`config.mk`:
```
export PLATFORM = sky130hd
export DESIGN_NAME = hazard_ctrl
export DESIGN_NICKNAME = d
export VERILOG_FILES = /design/src/rtl/hazard_ctrl.sv
export SDC_FILE = /design/constraint.sdc
export NUM_CORES = 1
export LEC_CHECK = 0
export CORE_UTILIZATION = 41
export CTS_BUF_LIST = sky130_fd_sc_hd__clkbuf_8
export DETAILED_ROUTE_END_ITERATION = 7
export PLACE_DENSITY = 0.79
export SETUP_SLACK_MARGIN = 0.5
export SYNTH_ARGS = -nofsm -noshare
export SYNTH_HDL_FRONTEND = slang
export SYNTH_SLANG_ARGS = --single-unit
```
`constraint.sdc`:
```
create_clock -name clk -period 2.1 [get_ports clk]
set_input_delay 0.21 -clock clk [delete_from_list [all_inputs] [get_ports clk]]
set_output_delay 0.21 -clock clk [all_outputs]
set_load 0.01 [all_outputs]
```
`src/rtl/hazard_ctrl.sv`:
```
// Pipeline sequencing controller: resolves load-use hazards, shared-RAM structural
// conflicts between fetch and MEM-stage data access, and taken branches resolved in EX.
// Drives per-stage stall/flush, shared-RAM ownership and a saturating stall-cycle counter.
module hazard_ctrl #(
  parameter int unsigned REG_AW     = 4,
  parameter int unsigned MEM_CYCLES = 2,
  parameter int unsigned CNT_W      = 16
) (
  input  logic              clk,
  input  logic              rst,
  input  logic [REG_AW-1:0] id_reg1_addr,
  input  logic              id_reg1_used,
  input  logic [REG_AW-1:0] id_reg2_addr,
  input  logic              id_reg2_used,
  input  logic              ex_wb_en,
  input  logic [REG_AW-1:0] ex_wb_addr,
  input  logic              ex_is_load,
  input  logic              mem_req,
  input  logic              branch_taken,
  input  logic              cnt_clr,
  output logic              pc_stall,
  output logic              ifid_stall,
  output logic              ifid_flush,
  output logic              idex_stall,
  output logic              idex_flush,
  output logic              exmem_stall,
  output logic              memwb_bubble,
  output logic              ram_owner,
  output logic [CNT_W-1:0]  stall_cycles,
  output logic              state_o
);

  // cnt only ever holds MEM_CYCLES-2 down to 0.
  localparam int unsigned CntW = (MEM_CYCLES > 2) ? $clog2(MEM_CYCLES - 1) : 1;
  localparam logic [CntW-1:0] CntLoad = (MEM_CYCLES > 1) ? CntW'(MEM_CYCLES - 2) : '0;
  localparam bit MultiCycle = (MEM_CYCLES > 1);

  typedef enum logic [0:0] {StRun, StMemBusy} state_e;

  state_e            state_q, state_d;
  logic [CntW-1:0]   cnt_q, cnt_d;
  logic [CNT_W-1:0]  stall_cycles_q, stall_cycles_d;

  logic load_use;
  logic acc_last;
  logic acc_hold;

  assign load_use = ex_is_load & ex_wb_en &
                    ((id_reg1_used & (id_reg1_addr == ex_wb_addr)) |
                     (id_reg2_used & (id_reg2_addr == ex_wb_addr)));

  assign acc_last = ((state_q == StRun) & mem_req & !MultiCycle) |
                    ((state_q == StMemBusy) & (cnt_q == '0));
  assign acc_hold = ((state_q == StRun) & mem_req & MultiCycle) |
                    ((state_q == StMemBusy) & (cnt_q != '0));

  // Control outputs: combinational from state, cnt and hazard inputs; all low in reset.
  always_comb begin
    pc_stall     = 1'b0;
    ifid_stall   = 1'b0;
    ifid_flush   = 1'b0;
    idex_stall   = 1'b0;
    idex_flush   = 1'b0;
    exmem_stall  = 1'b0;
    memwb_bubble = 1'b0;
    ram_owner    = 1'b0;
    if (rst) begin
      if (acc_hold) begin
        // Whole front end frozen; the held EX instruction re-presents branch/load-use later.
        ram_owner    = 1'b1;
        pc_stall     = 1'b1;
        ifid_stall   = 1'b1;
        idex_stall   = 1'b1;
        exmem_stall  = 1'b1;
        memwb_bubble = 1'b1;
      end else if (acc_last) begin
        // Fetch slot lost this cycle, so IF/ID gets a bubble unless it must hold.
        ram_owner  = 1'b1;
        pc_stall   = 1'b1;
        ifid_flush = 1'b1;
        if (branch_taken) begin
          pc_stall   = 1'b0;
          idex_flush = 1'b1;
        end else if (load_use) begin
          ifid_stall = 1'b1;
          ifid_flush = 1'b0;
          idex_flush = 1'b1;
        end
      end else if (branch_taken) begin
        ifid_flush = 1'b1;
        idex_flush = 1'b1;
      end else if (load_use) begin
        pc_stall   = 1'b1;
        ifid_stall = 1'b1;
        idex_flush = 1'b1;
      end
    end
  end

  // Access sequencer: RUN -> MEM_BUSY for multi-cycle accesses, count down, return.
  always_comb begin
    state_d = state_q;
    cnt_d   = cnt_q;
    unique case (state_q)
      StRun: begin
        if (mem_req && MultiCycle) begin
          state_d = StMemBusy;
          cnt_d   = CntLoad;
        end
      end
      StMemBusy: begin
        if (cnt_q == '0) begin
          state_d = StRun;
        end else begin
          cnt_d = cnt_q - 1'b1;
        end
      end
      default: begin
        state_d = StRun;
        cnt_d   = '0;
      end
    endcase
  end

  // Stall-cycle counter: clear beats increment, saturates at all-ones.
  always_comb begin
    stall_cycles_d = stall_cycles_q;
    if (cnt_clr) begin
      stall_cycles_d = '0;
    end else if (pc_stall && !(&stall_cycles_q)) begin
      stall_cycles_d = stall_cycles_q + 1'b1;
    end
  end

  // State registers.
  always_ff @(posedge clk or negedge rst) begin
    if (!rst) begin
      state_q        <= StRun;
      cnt_q          <= '0;
      stall_cycles_q <= '0;
    end else begin
      state_q        <= state_d;
      cnt_q          <= cnt_d;
      stall_cycles_q <= stall_cycles_d;
    end
  end

  assign stall_cycles = stall_cycles_q;
  assign state_o      = (state_q == StMemBusy);

endmodule

```
**Yosys cells after proc, flatten, opt, wreduce, memory -nomap -nowiden**

Index checks and enable logic that the tools add are counted.

- Register bits: 18
- Bits in latches: 0
- Memory bits (writable): 0
- Bits in read-only memories: 0
- Bits of input ports: 21
- Output and inout port bits: 25
- Logic and storage cells: 53
- Memories: 0

- Add/subtract/negate cells: 2
- Multiply operators: 0
- Divide/modulo/power cells: 0
- Magnitude comparators: 0
- Eq/ne operators: 3
- Shift-type cells: 0
- Multiplexer cells: 30
- Bitwise gates (word level): 11
- Reductions and logical operators: 4

Operator list:

| kind | count |
|---|---|
| 16-bit two-way mux | 2 |
| 1-bit two-way mux | 26 |
| 16-bit by 1-bit adder with 16-bit output, second input constant | 1 |
| 16-bit AND reduction | 1 |
| 4-bit equality test | 2 |
| 1-bit AND | 7 |
| 1-bit one-hot mux with 2 select lines | 2 |
| 2-bit inequality test, second input constant | 1 |
| 1-bit NOT | 2 |
| 1-bit bitwise OR | 2 |
| 2-bit nonzero test | 1 |
| 1-bit logical AND | 1 |
| 1-bit zero test | 1 |
| 1-bit subtractor, second input constant | 1 |

**Depth between registers and ports, before layout**

- Depth in word-level cells: 12
- Depth in mapped cells: 8
- Gate-level depth less buffers: 7

**Worst setup path before layout**

No wires, ideal clock.

- Kind: reg2reg
- From: register stall_cycles_q[0], in the netlist stall_cycles[0]
- To: register stall_cycles_q[15], in the netlist stall_cycles[15]
- Setup time: 125 ps
- Data arrival time: 1920 ps
- Required time: 1975 ps
- Path slack: 55 ps
- Cell stages (with the launch flop): 8
- Buffers on the path: 0
- Clock period less this slack: 2045 ps
- Cells stage by stage: dfrtp_1 > ha_1 > and3_1 > nand3_1 > o21ai_1 > a211oi_2 > nor2b_4 > mux2_4

- Cells in the longest elaborated chain, start to end: 4
- Elaborated cells on any way between the ends: 7
- Those cells by class: 1 x add/sub; 2 x mux; 4 x reduce/logical

RTL lines:

| item | line | source |
|---|---|---|
| from (decl) | 42 | `logic [CNT_W-1:0] stall_cycles_q, stall_cycles_d;` |
| from (signal assigned) | 144 | `stall_cycles_q <= stall_cycles_d;` |
| branches (longest 4 deep; another with 16-bit by 1-bit adder with 16-bit output) | n/a |  |

Several ways; the timed one is not identified. The select of a mux whose other input is x is not followed.
A chain may end at the register's enable or synchronous reset.

**Worst setup path in the final report**

- From: register stall_cycles_q[0], in the netlist stall_cycles[0]
- To: register stall_cycles_q[12], in the netlist stall_cycles[12]

Same word-level chain as after synthesis.

==> results.md <==
* Status: finished clean
* Reg clk slew, reported paths at roughly 0.07 ns
* Ys flop type: dfrtp_1
* H-tree lvl count at 1
* Drt initial violations at 31
* Util after Layout at 0.713
* Clock insertion delay at the later pin of the skew report at 0.26 ns
* # fillers at 217
* Post-synth ARST share at 1.00
* Longest Clk Path Bufs at 2
* Slew @ Worst Pin at 0.302 ns
* Vias at between 1000 and 1500
* Max VDD drop at around 0.00031 V
* Core area at ~2700 µm²
* Clock Skews at 0.00654 ns
* Synth Net Count at 149
* Fraction of layout cells with a size suffix above 1 at 0.448
* Post-synthesis cell area at between 1000 and 1500 µm²
* Clk pwr share at 0.318
* Power Dens Cells at about 410 nW/µm²
* Remaining global-route overflow at 0
* Startpoint types: flip-flop
* Switching share of total power at 0.291
* Hpwl dp at around 2.4 mm
* Area Growth Syn to Fin at 64.6%
* Count leader, synth: dfrtp_1
* Routed WL at around 3.6 mm
* Synth area leader: dfrtp_1
* WS Path Type: flip-flop to flip-flop
* ANT nets after route at 0
* DRC at 0
* Footprint of the multi-input gates at between 800 and 900 µm²
* Cells after synthesis at about 130
* Initial antenna violation count at 0
* R2r setup slk at between 0.3 and 0.4 ns
* Synth cell types at 41
* CP arrival at approximately 2.0 ns
* Vias per cell at between 5 and 6
* Flop pwr share at 0.428
* LEAKAGE at between 0.8 and 0.9 nW
* Pwr Total at between 0.0007 and 0.0008 W
* Syn Area/Cell at approximately 9.3 µm²
* Die span in x at roughly 56 µm
* Final Cycle Share at 0.849
* Largest net degree at the start of global routing at 20
* CP Max Fanout at 8
* Net switching power at 0.000230 W
* Combinational share of power at 0.253
* Layout Nets at 215
* Tmin final at 1.78 ns
* Internal Power at 0.000559 W
* Die area at about 3100 µm²
* Storage cell area at around 430 µm²
* Sequential area share after synthesis at 0.359
* Chip Height at 55.7 µm
* EDFF count, synth at 0
* CTS Buf Count at 3
* Gpl congestion at between 0.8 and 0.9
* Final Max Slew Viols at 0
* Yosys top cell area share at 0.359
* Clk sinks at 17
* Synth warnings at 0
* # IOs at 46
* Final Hold Fails at 0
* FF-to-FF path depth at 7
* Ant. Diodes at 0
* Post-synth top cells: dfrtp_1, nor2_1, a21oi_1
* Main area contributors after synthesis: dfrtp_1, xor2_1, a21oi_1
* Number of global-route vias before repair at around 1300
* Row cnt at 19
* Drt pass-1 iters at 4
* Max_slew headroom at 0.798
* Critical R2R Capture: stall_cycles[12]
* WL/cell at between 15 and 20 µm
* Initial Utilization at 0.433
* CTS root buf: clkbuf_8
* RSZ-0062 raised after global routing: yes
* Worst flop-to-flop path startpoint: stall_cycles[0]
* CTS tree: done
* Port buffer count at 45
* F_max at 561 MHz
* Setup violations, final at 0
* First-pass GRT wire length at 6.15 mm
* Total GRT Usage at 0.253
* Crit end category: flip-flop
* Req. time, crit path at roughly 2.3 ns
* Number of max-cap violations at 0
* #FFs+latches synth at 17
* Hold Crit Class: input port to asynchronous set/reset pin
worst max-delay path by stage:
stage / startpoint / to / cells after the start
after global routing: stall_cycles[0] / stall_cycles[12] / 7
after floorplan: stall_cycles[0] / stall_cycles[15] / 7
after global placement: ex_wb_addr[3] / idex_flush / 6
final: stall_cycles[0] / stall_cycles[12] / 7
after detailed placement: ex_wb_addr[3] / idex_flush / 6
after CTS: stall_cycles[0] / stall_cycles[14] / 7
layer usage:
layer | part of all wire | GRT usage | vias to the layer above | routed length [µm]
met2 | 0.53 | 0.461 | 42 | 1930
met4 | 0.015 | 0.0893 | 0 | 56
li1 | - | - | 577 | -
met5 | 0 | 0 | - | 0
met1 | 0.41 | 0.292 | 607 | 1480
met3 | 0.047 | 0.0512 | 6 | 172
placed cells by master (no fill, tap or decap), types with 2 or more instances in the layout:
| cell | Yosys | layout |
|---|---|---|
| a21oi_1 | 11 | 9 |
| a21oi_2 | 0 | 2 |
| and2_1 | 2 | 2 |
| and3_1 | 4 | 2 |
| and3_4 | 0 | 2 |
| buf_2 | 1 | 13 |
| buf_4 | 2 | 17 |
| buf_6 | 1 | 3 |
| clkbuf_2 | 0 | 5 |
| clkbuf_8 | 0 | 3 |
| clkdlybuf4s15_2 | 0 | 2 |
| clkdlybuf4s50_1 | 0 | 18 |
| dfrtp_1 | 17 | 12 |
| dfrtp_2 | 0 | 5 |
| dlygate4sd2_1 | 0 | 6 |
| inv_1 | 4 | 3 |
| nand2_1 | 5 | 5 |
| nand3_1 | 9 | 6 |
| nand3_2 | 0 | 2 |
| nor2_1 | 14 | 13 |
| nor2b_1 | 3 | 2 |
| nor2b_4 | 1 | 2 |
| nor3_4 | 2 | 4 |
| o21ai_1 | 5 | 4 |
| o31ai_1 | 4 | 4 |
| or3_1 | 4 | 4 |
| or4_1 | 4 | 3 |
| xnor2_1 | 2 | 2 |
| xor2_2 | 0 | 8 |
cells by family after synthesis:
kind of cell / synth area share
compound gates: 0.189
xor+xnor: 0.0814
fa+ha+maj: 0.0106
buf+inv: 0.0454
flops: 0.359
mux: 0.0307
simple gates: 0.283
critical path, stage by stage (launching register included):
cell and delay, ns:
dfrtp_2 0.43, ha_4 0.17, and3_4 0.18, nand3_4 0.10, o21ai_4 0.07, a21o_4 0.22
or4_1 0.41, a21oi_1 0.14
area by class of cell:
class	count	area share
multi-input combinational	101	0.455
inverter	4	0.00771
timing repair buffer	66	0.272
clock inverter	1	0.00257
sequential	17	0.222
tap	31	0.0199
clock buffer	3	0.0212
power groups by stage:
stage	Sequential [W]	Combinational, W	Clock [W]
2_1_floorplan	0.000346	0.0000766	0
3_3_place_gp	0.000345	0.000172	0
3_5_place_dp	0.000345	0.000179	0
4_1_cts	0.000338	0.000200	0.000254
5_1_grt	0.000338	0.000216	0.000265
6_report	0.000338	0.000200	0.000251
flip-flops by register name, indices dropped and copies added, names as in the netlist:
register	cells
stall_cycles	16
state_o	1
metrics by stage:
step | area, µm² | std cells | worst slack, ns | setup TNS (ns) | hold WS, ns
2_1_floorplan | 1220 | 127 | 0.292 | 0 | -0.0856
3_3_place_gp | 1760 | 208 | -0.132 | -0.821 | 0.447
3_5_place_dp | 1760 | 208 | -0.244 | -1.46 | 0.452
4_1_cts | 1960 | 222 | 0.308 | 0 | 0.0868
5_1_grt | 1950 | 223 | 0.239 | 0 | 0.0992
6_report | 1950 | 223 | 0.317 | 0 | 0.0835
repair_timing:
| action | CTS | global route |
|---|---|---|
| setup buffers | 8 | 1 |
| pin swaps | 21 | 6 |
| resized for setup | 100 | 15 |
| endpoints found under the setup margin | 24 | 20 |
| gates cloned | 1 | 0 |
| hold endpoints to repair | 1 | 0 |
| hold buffers | 1 | 0 |
Power figures use the tool's default switching activity.
